[src/rtl/network_pkg.sv]
// Shared types and helpers for the spike-count decoder.
//   decoder_state_t : decoder FSM state encoding
//   spike_cnt_t     : spike counter at the default width (the decoder's CNT_W parameter
//                     sets the width actually used)
//   id_width()      : class index width, kept at least 1 bit so a one-neuron layer still builds
package network_pkg;

    typedef enum logic [1:0] {
        StIdle,
        StAccum,
        StArgmax,
        StResult
    } decoder_state_t;

    localparam int unsigned DEFAULT_CNT_W = 16;

    typedef logic [DEFAULT_CNT_W-1:0] spike_cnt_t;

    function automatic int unsigned id_width(input int unsigned n);
        return (n > 1) ? $clog2(n) : 1;
    endfunction

endpackage

[src/rtl/spike_counter.sv]
// Saturating per-neuron spike counter.
//   clk   : rising-edge clock
//   rst   : synchronous active-high reset, clears the count
//   clear : synchronous clear at the start of a window
//   inc   : add one this cycle (ignored once the count is all ones)
//   count : current count
module spike_counter #(
    parameter int unsigned CNT_W = 16
) (
    input  logic             clk,
    input  logic             rst,
    input  logic             clear,
    input  logic             inc,
    output logic [CNT_W-1:0] count
);

    logic [CNT_W-1:0] count_q;

    always_ff @(posedge clk) begin
        if (rst || clear) begin
            count_q <= '0;
        end else if (inc && (count_q != {CNT_W{1'b1}})) begin
            count_q <= count_q + 1'b1;
        end
    end

    assign count = count_q;

endmodule

[src/rtl/spike_count_decoder.sv]
// Rate-coded classifier: counts spikes per output neuron over WINDOW_LEN valid timesteps,
// then scans the counters one per cycle to find the most active neuron.
//   clk, rst       : clock and synchronous active-high reset
//   start          : opens a window (only honoured while idle)
//   spike_valid    : output_spikes carries one timestep this cycle
//   output_spikes  : spike vector from the neuron layer
//   busy           : accumulating or scanning
//   class_valid    : result held, waiting for class_ready
//   class_ready    : consumer accepts the result
//   class_id       : winning neuron (lowest index on a tie)
//   class_count    : winning neuron's spike count
//   tie            : another neuron matched the winning count
//   no_spike       : every count was zero
module spike_count_decoder
    import network_pkg::*;
#(
    parameter  int unsigned NEURON_COUNT = 10,
    parameter  int unsigned WINDOW_LEN   = 500,
    parameter  int unsigned CNT_W        = 16,
    localparam int unsigned ID_W         = id_width(NEURON_COUNT)
) (
    input  logic             clk,
    input  logic             rst,
    input  logic             start,
    input  logic             spike_valid,
    input  logic             output_spikes [NEURON_COUNT-1:0],
    output logic             busy,
    output logic             class_valid,
    input  logic             class_ready,
    output logic [ID_W-1:0]  class_id,
    output logic [CNT_W-1:0] class_count,
    output logic             tie,
    output logic             no_spike
);

    localparam int unsigned     STEP_W    = $clog2(WINDOW_LEN + 1);
    localparam logic [STEP_W-1:0] LAST_STEP = STEP_W'(WINDOW_LEN - 1);
    localparam logic [ID_W-1:0]   LAST_IDX  = ID_W'(NEURON_COUNT - 1);

    decoder_state_t   state_q, state_d;
    logic [STEP_W-1:0] step_q, step_d;
    logic [ID_W-1:0]  idx_q, idx_d;
    logic [ID_W-1:0]  best_q, best_d;
    logic [CNT_W-1:0] max_q, max_d;
    logic             tie_run_q, tie_run_d;
    logic [ID_W-1:0]  class_id_q, class_id_d;
    logic [CNT_W-1:0] class_count_q, class_count_d;
    logic             tie_q, tie_d;
    logic             no_spike_q, no_spike_d;

    logic             clear_cnt;
    logic             acc_en;
    logic [CNT_W-1:0] counts [NEURON_COUNT];
    logic [CNT_W-1:0] cur;

    for (genvar g = 0; g < NEURON_COUNT; g++) begin : g_cnt
        spike_counter #(
            .CNT_W(CNT_W)
        ) u_cnt (
            .clk  (clk),
            .rst  (rst),
            .clear(clear_cnt),
            .inc  (acc_en & output_spikes[g]),
            .count(counts[g])
        );
    end

    // Single comparator: the scan index selects which counter is compared this cycle.
    assign cur = counts[idx_q];

    always_comb begin
        state_d       = state_q;
        step_d        = step_q;
        idx_d         = idx_q;
        best_d        = best_q;
        max_d         = max_q;
        tie_run_d     = tie_run_q;
        class_id_d    = class_id_q;
        class_count_d = class_count_q;
        tie_d         = tie_q;
        no_spike_d    = no_spike_q;
        clear_cnt     = 1'b0;
        acc_en        = 1'b0;

        unique case (state_q)
            StIdle: begin
                if (start) begin
                    clear_cnt = 1'b1;
                    step_d    = '0;
                    idx_d     = '0;
                    state_d   = StAccum;
                end
            end
            StAccum: begin
                if (spike_valid) begin
                    acc_en = 1'b1;
                    step_d = step_q + 1'b1;
                    if (step_q == LAST_STEP) begin
                        idx_d   = '0;
                        state_d = StArgmax;
                    end
                end
            end
            StArgmax: begin
                // Index 0 seeds the running maximum; later indices replace it only when
                // strictly greater, so ties resolve to the lowest index.
                if ((idx_q == '0) || (cur > max_q)) begin
                    max_d     = cur;
                    best_d    = idx_q;
                    tie_run_d = 1'b0;
                end else if (cur == max_q) begin
                    tie_run_d = 1'b1;
                end
                if (idx_q == LAST_IDX) begin
                    class_id_d    = best_d;
                    class_count_d = max_d;
                    tie_d         = tie_run_d;
                    no_spike_d    = (max_d == '0);
                    state_d       = StResult;
                end else begin
                    idx_d = idx_q + 1'b1;
                end
            end
            StResult: begin
                if (class_ready) begin
                    state_d = StIdle;
                end
            end
            default: state_d = StIdle;
        endcase
    end

    always_ff @(posedge clk) begin
        if (rst) begin
            state_q       <= StIdle;
            step_q        <= '0;
            idx_q         <= '0;
            best_q        <= '0;
            max_q         <= '0;
            tie_run_q     <= 1'b0;
            class_id_q    <= '0;
            class_count_q <= '0;
            tie_q         <= 1'b0;
            no_spike_q    <= 1'b0;
        end else begin
            state_q       <= state_d;
            step_q        <= step_d;
            idx_q         <= idx_d;
            best_q        <= best_d;
            max_q         <= max_d;
            tie_run_q     <= tie_run_d;
            class_id_q    <= class_id_d;
            class_count_q <= class_count_d;
            tie_q         <= tie_d;
            no_spike_q    <= no_spike_d;
        end
    end

    assign busy        = (state_q == StAccum) || (state_q == StArgmax);
    assign class_valid = (state_q == StResult);
    assign class_id    = class_id_q;
    assign class_count = class_count_q;
    assign tie         = tie_q;
    assign no_spike    = no_spike_q;

endmodule

[config.mk]
export PLATFORM = sky130hd
export DESIGN_NAME = spike_count_decoder
export DESIGN_NICKNAME = d
export VERILOG_FILES = /design/src/rtl/network_pkg.sv /design/src/rtl/spike_counter.sv /design/src/rtl/spike_count_decoder.sv
export SDC_FILE = /design/constraint.sdc
export NUM_CORES = 1
export LEC_CHECK = 0
export CAP_MARGIN = 20
export CORE_ASPECT_RATIO = 1.75
export CORE_MARGIN = 4
export CORE_UTILIZATION = 29
export DETAILED_ROUTE_END_ITERATION = 12
export GPL_ROUTABILITY_DRIVEN = 0
export MAX_ROUTING_LAYER = met4
export PLACE_DENSITY = 0.48
export SYNTH_ARGS = -nofsm -noshare
export SYNTH_HDL_FRONTEND = slang
export SYNTH_SLANG_ARGS = --single-unit
[constraint.sdc]
create_clock -name clk -period 4.8 [get_ports clk]
set_clock_uncertainty 0.15 [all_clocks]
set_input_delay 0.96 -clock clk [delete_from_list [all_inputs] [get_ports clk]]
set_output_delay 0.96 -clock clk [all_outputs]
set_load 0.01 [all_outputs]
==> metrics <==
Worst Setup EP=no_spike; synthesized area per cell=8.646 µm²; initial antenna violation count=0; CORE AREA=0.03928 mm²; Critical Path RT=5.11 ns; FF-to-FF End=no_spike; DRT Pass-1 Iters=5; Synth Cell Area=0.01157 mm²; most common cell after layout, fill and taps aside=dfxtp_1; hold crit path type=register to register; Reg clk slew, reported paths=0.06 ns; max-slew violations=0; clk buf depth=3; nets=1410; most frequent cells in the layout=216 x dfxtp_1, 195 x nor2_1, 103 x nand2_1, 83 x xor2_1, 75 x nand3_1; FP Rows=96; Slew @ Worst Pin=1.014 ns; Syn. warnings=0; GRT Util Overall=15.75%; worst-skew pair later-pin latency=0.53 ns; Sw Pwr=1.464 mW; largest net degree at the start of global routing=56; Pleak=4.418 nW; post-synthesis async set-or-reset flop share=0%; Crit. End Element=register; Vias=9604; CP Class=register to register; fin crit share=91.10%; Antenna Nets Post-Route=0; RSZ-0062 raised after global routing=no; Post-synth EDFFs=0; initial detailed-routing violation count=564; vias in the first global route=9485; CTS tree=done; clock power share=41.2%; max-cap violation count=0; fraction of layout instances using a drive strength above 1=8.715%; Residual DRC=0; Setup crit start=idx_q[0]; Starting Density=29.45%; diode count=0; global-route wire length before repair=53680 µm; CTS resizes=0; setup bufs post-CTS=0; RR Startpoint=idx_q[0]; Worst R2R Path Depth=13; CTS buffer count=24; Fin. Hold Viols=0; H-tree Lvls=1; pwr dens=368.4 mW/mm²; Ports=39; internal power=3.467 mW; post-layout util=34.08%; count of cell types in the netlist=65; post-synthesis sequential area ratio=37.72%; minimum clock period=4.373 ns; post-cts hold buffer count=0; number of buffers added on ports=38; combinational power share=18.9%; DRT Wirelength=33620 µm; sequential share of power=40.0%; die width=159.0 µm; global route total overflow=0; CTS root buffer=clkbuf_16; Routed WL per cell=18.01 µm; Worst slew margin=32.10%; Crit Path Max Fanout=17; Synth Register Bits=218; Sink Count=218; crit start category=register; Net Count, Synth=1388; setup TNS=0 ns; Top FF cell, synth=dfxtp_1; vias per cell=5.144; FMAX=0.2287 GHz; Final Setup Violations=0; FILL cells=3982; cell count after synthesis=1338; Worst EP arrival=4.68 ns; Sw Share=29.69%; die area=0.04328 mm²; hpwl dp=25630 µm; worst vdd ir=198.4 µV; status=finished, final reports clean; Layout area overhead=15.69%; R2R Setup Slk=0.43 ns; die height=272.2 µm
-- critical path, stage by stage (launching register included) --
cell and delay, ns:
dfxtp_2 0.64, buf_4 0.34, mux2i_1 0.25, o22ai_1 0.10, a211oi_1 0.53, inv_1 0.10, ha_1 0.32, nand4_1 0.16
or2_1 0.28, a211oi_1 0.39, o31ai_4 0.19, buf_4 0.22, or4_1 0.52, o22ai_2 0.09
-- synthesized netlist by cell type, types with 21 or more instances --
cell type / instances / area [µm²]
a21oi_1: 32 / 160.2
inv_1: 50 / 187.7
ha_1: 35 / 437.9
nand4_1: 52 / 325.3
mux2i_1: 51 / 510.5
and3_1: 21 / 131.4
xnor2_1: 57 / 499.2
clkbuf_1: 52 / 195.2
xor2_1: 83 / 727.0
or3_1: 28 / 175.2
dfxtp_1: 218 / 4364
nand2_1: 103 / 386.6
nand3_1: 75 / 375.4
nor4_1: 30 / 187.7
nor3_1: 21 / 105.1
nor2_1: 195 / 732.0
a211oi_1: 28 / 210.2
-- logic make-up after synthesis --
group | Yosys count | share of synthesized area [%]
simple gates | 590 | 25.21
flops | 218 | 37.72
compound gates | 154 | 9.301
xor+xnor | 140 | 10.60
buf+inv | 121 | 4.359
mux | 80 | 9.020
fa+ha+maj | 35 | 3.785
-- metrics by stage --
stage | setup WS [ns] | power, mW | std cells | hold slack, ns | instance area (µm²)
after floorplan | 1.031 | 2.628 | 1338 | 0.3084 | 11570
after global placement | 0.5172 | 2.946 | 1824 | 0.3228 | 12520
after detailed placement | 0.4265 | 2.955 | 1824 | 0.3245 | 12520
after CTS | 0.3965 | 5.005 | 1867 | 0.3334 | 13380
after global routing | 0.1153 | 5.175 | 1867 | 0.3500 | 13380
final | 0.4272 | 4.931 | 1867 | 0.3272 | 13380
-- power by group through the flow --
stage	Clock, mW	Combinational (mW)	Sequential, mW
floorplan	0	0.656	1.97
global placement	0	0.936	2.01
detailed placement	0	0.944	2.01
CTS	2.09	0.947	1.97
global route	2.16	1.03	1.98
finish	2.03	0.931	1.97
-- metal layers --
| metal | wire, µm | GRT usage, % |
|---|---|---|
| met1 | 12740 | 15.95 |
| met2 | 18400 | 30.44 |
| met3 | 998 | 1.590 |
| met4 | 1491 | 6.994 |
| met5 | 0 | - |
-- area by class of cell --
class / count / area [µm²] / share of cell area, %
inverters: 50 / 187.7 / 1.402
well taps: 490 / 613.1 / 4.581
flip-flops and latches: 218 / 4367 / 32.63
clock buffers: 29 / 650.6 / 4.861
clock inverters: 14 / 209.0 / 1.561
multi-input cells: 999 / 6726 / 50.26
repair buffers: 67 / 630.6 / 4.712
-- worst min path at each step --
stage | startpoint | endpoint | slack [ns] | cells past startpoint
after floorplan | step_q[8] | step_q[8] | 0.31 | 2
after global placement | class_count[5] | class_count[5] | 0.32 | 2
after detailed placement | class_count[12] | class_count[12] | 0.32 | 2
after CTS | class_count[12] | class_count[12] | 0.33 | 2
after global routing | tie | tie | 0.35 | 2
final | class_count[12] | class_count[12] | 0.33 | 2
-- state kept, by name (all words and copies together) (netlist names) --
name	cells
g_cnt.u_cnt.count	160
class_count	16
idx_q	4
no_spike	1
tie_run_q	1
class_id	4
state_q	2
tie	1
best_q	4
max_q	16
step_q	9
No activity file was read; power rests on OpenSTA's default activity.
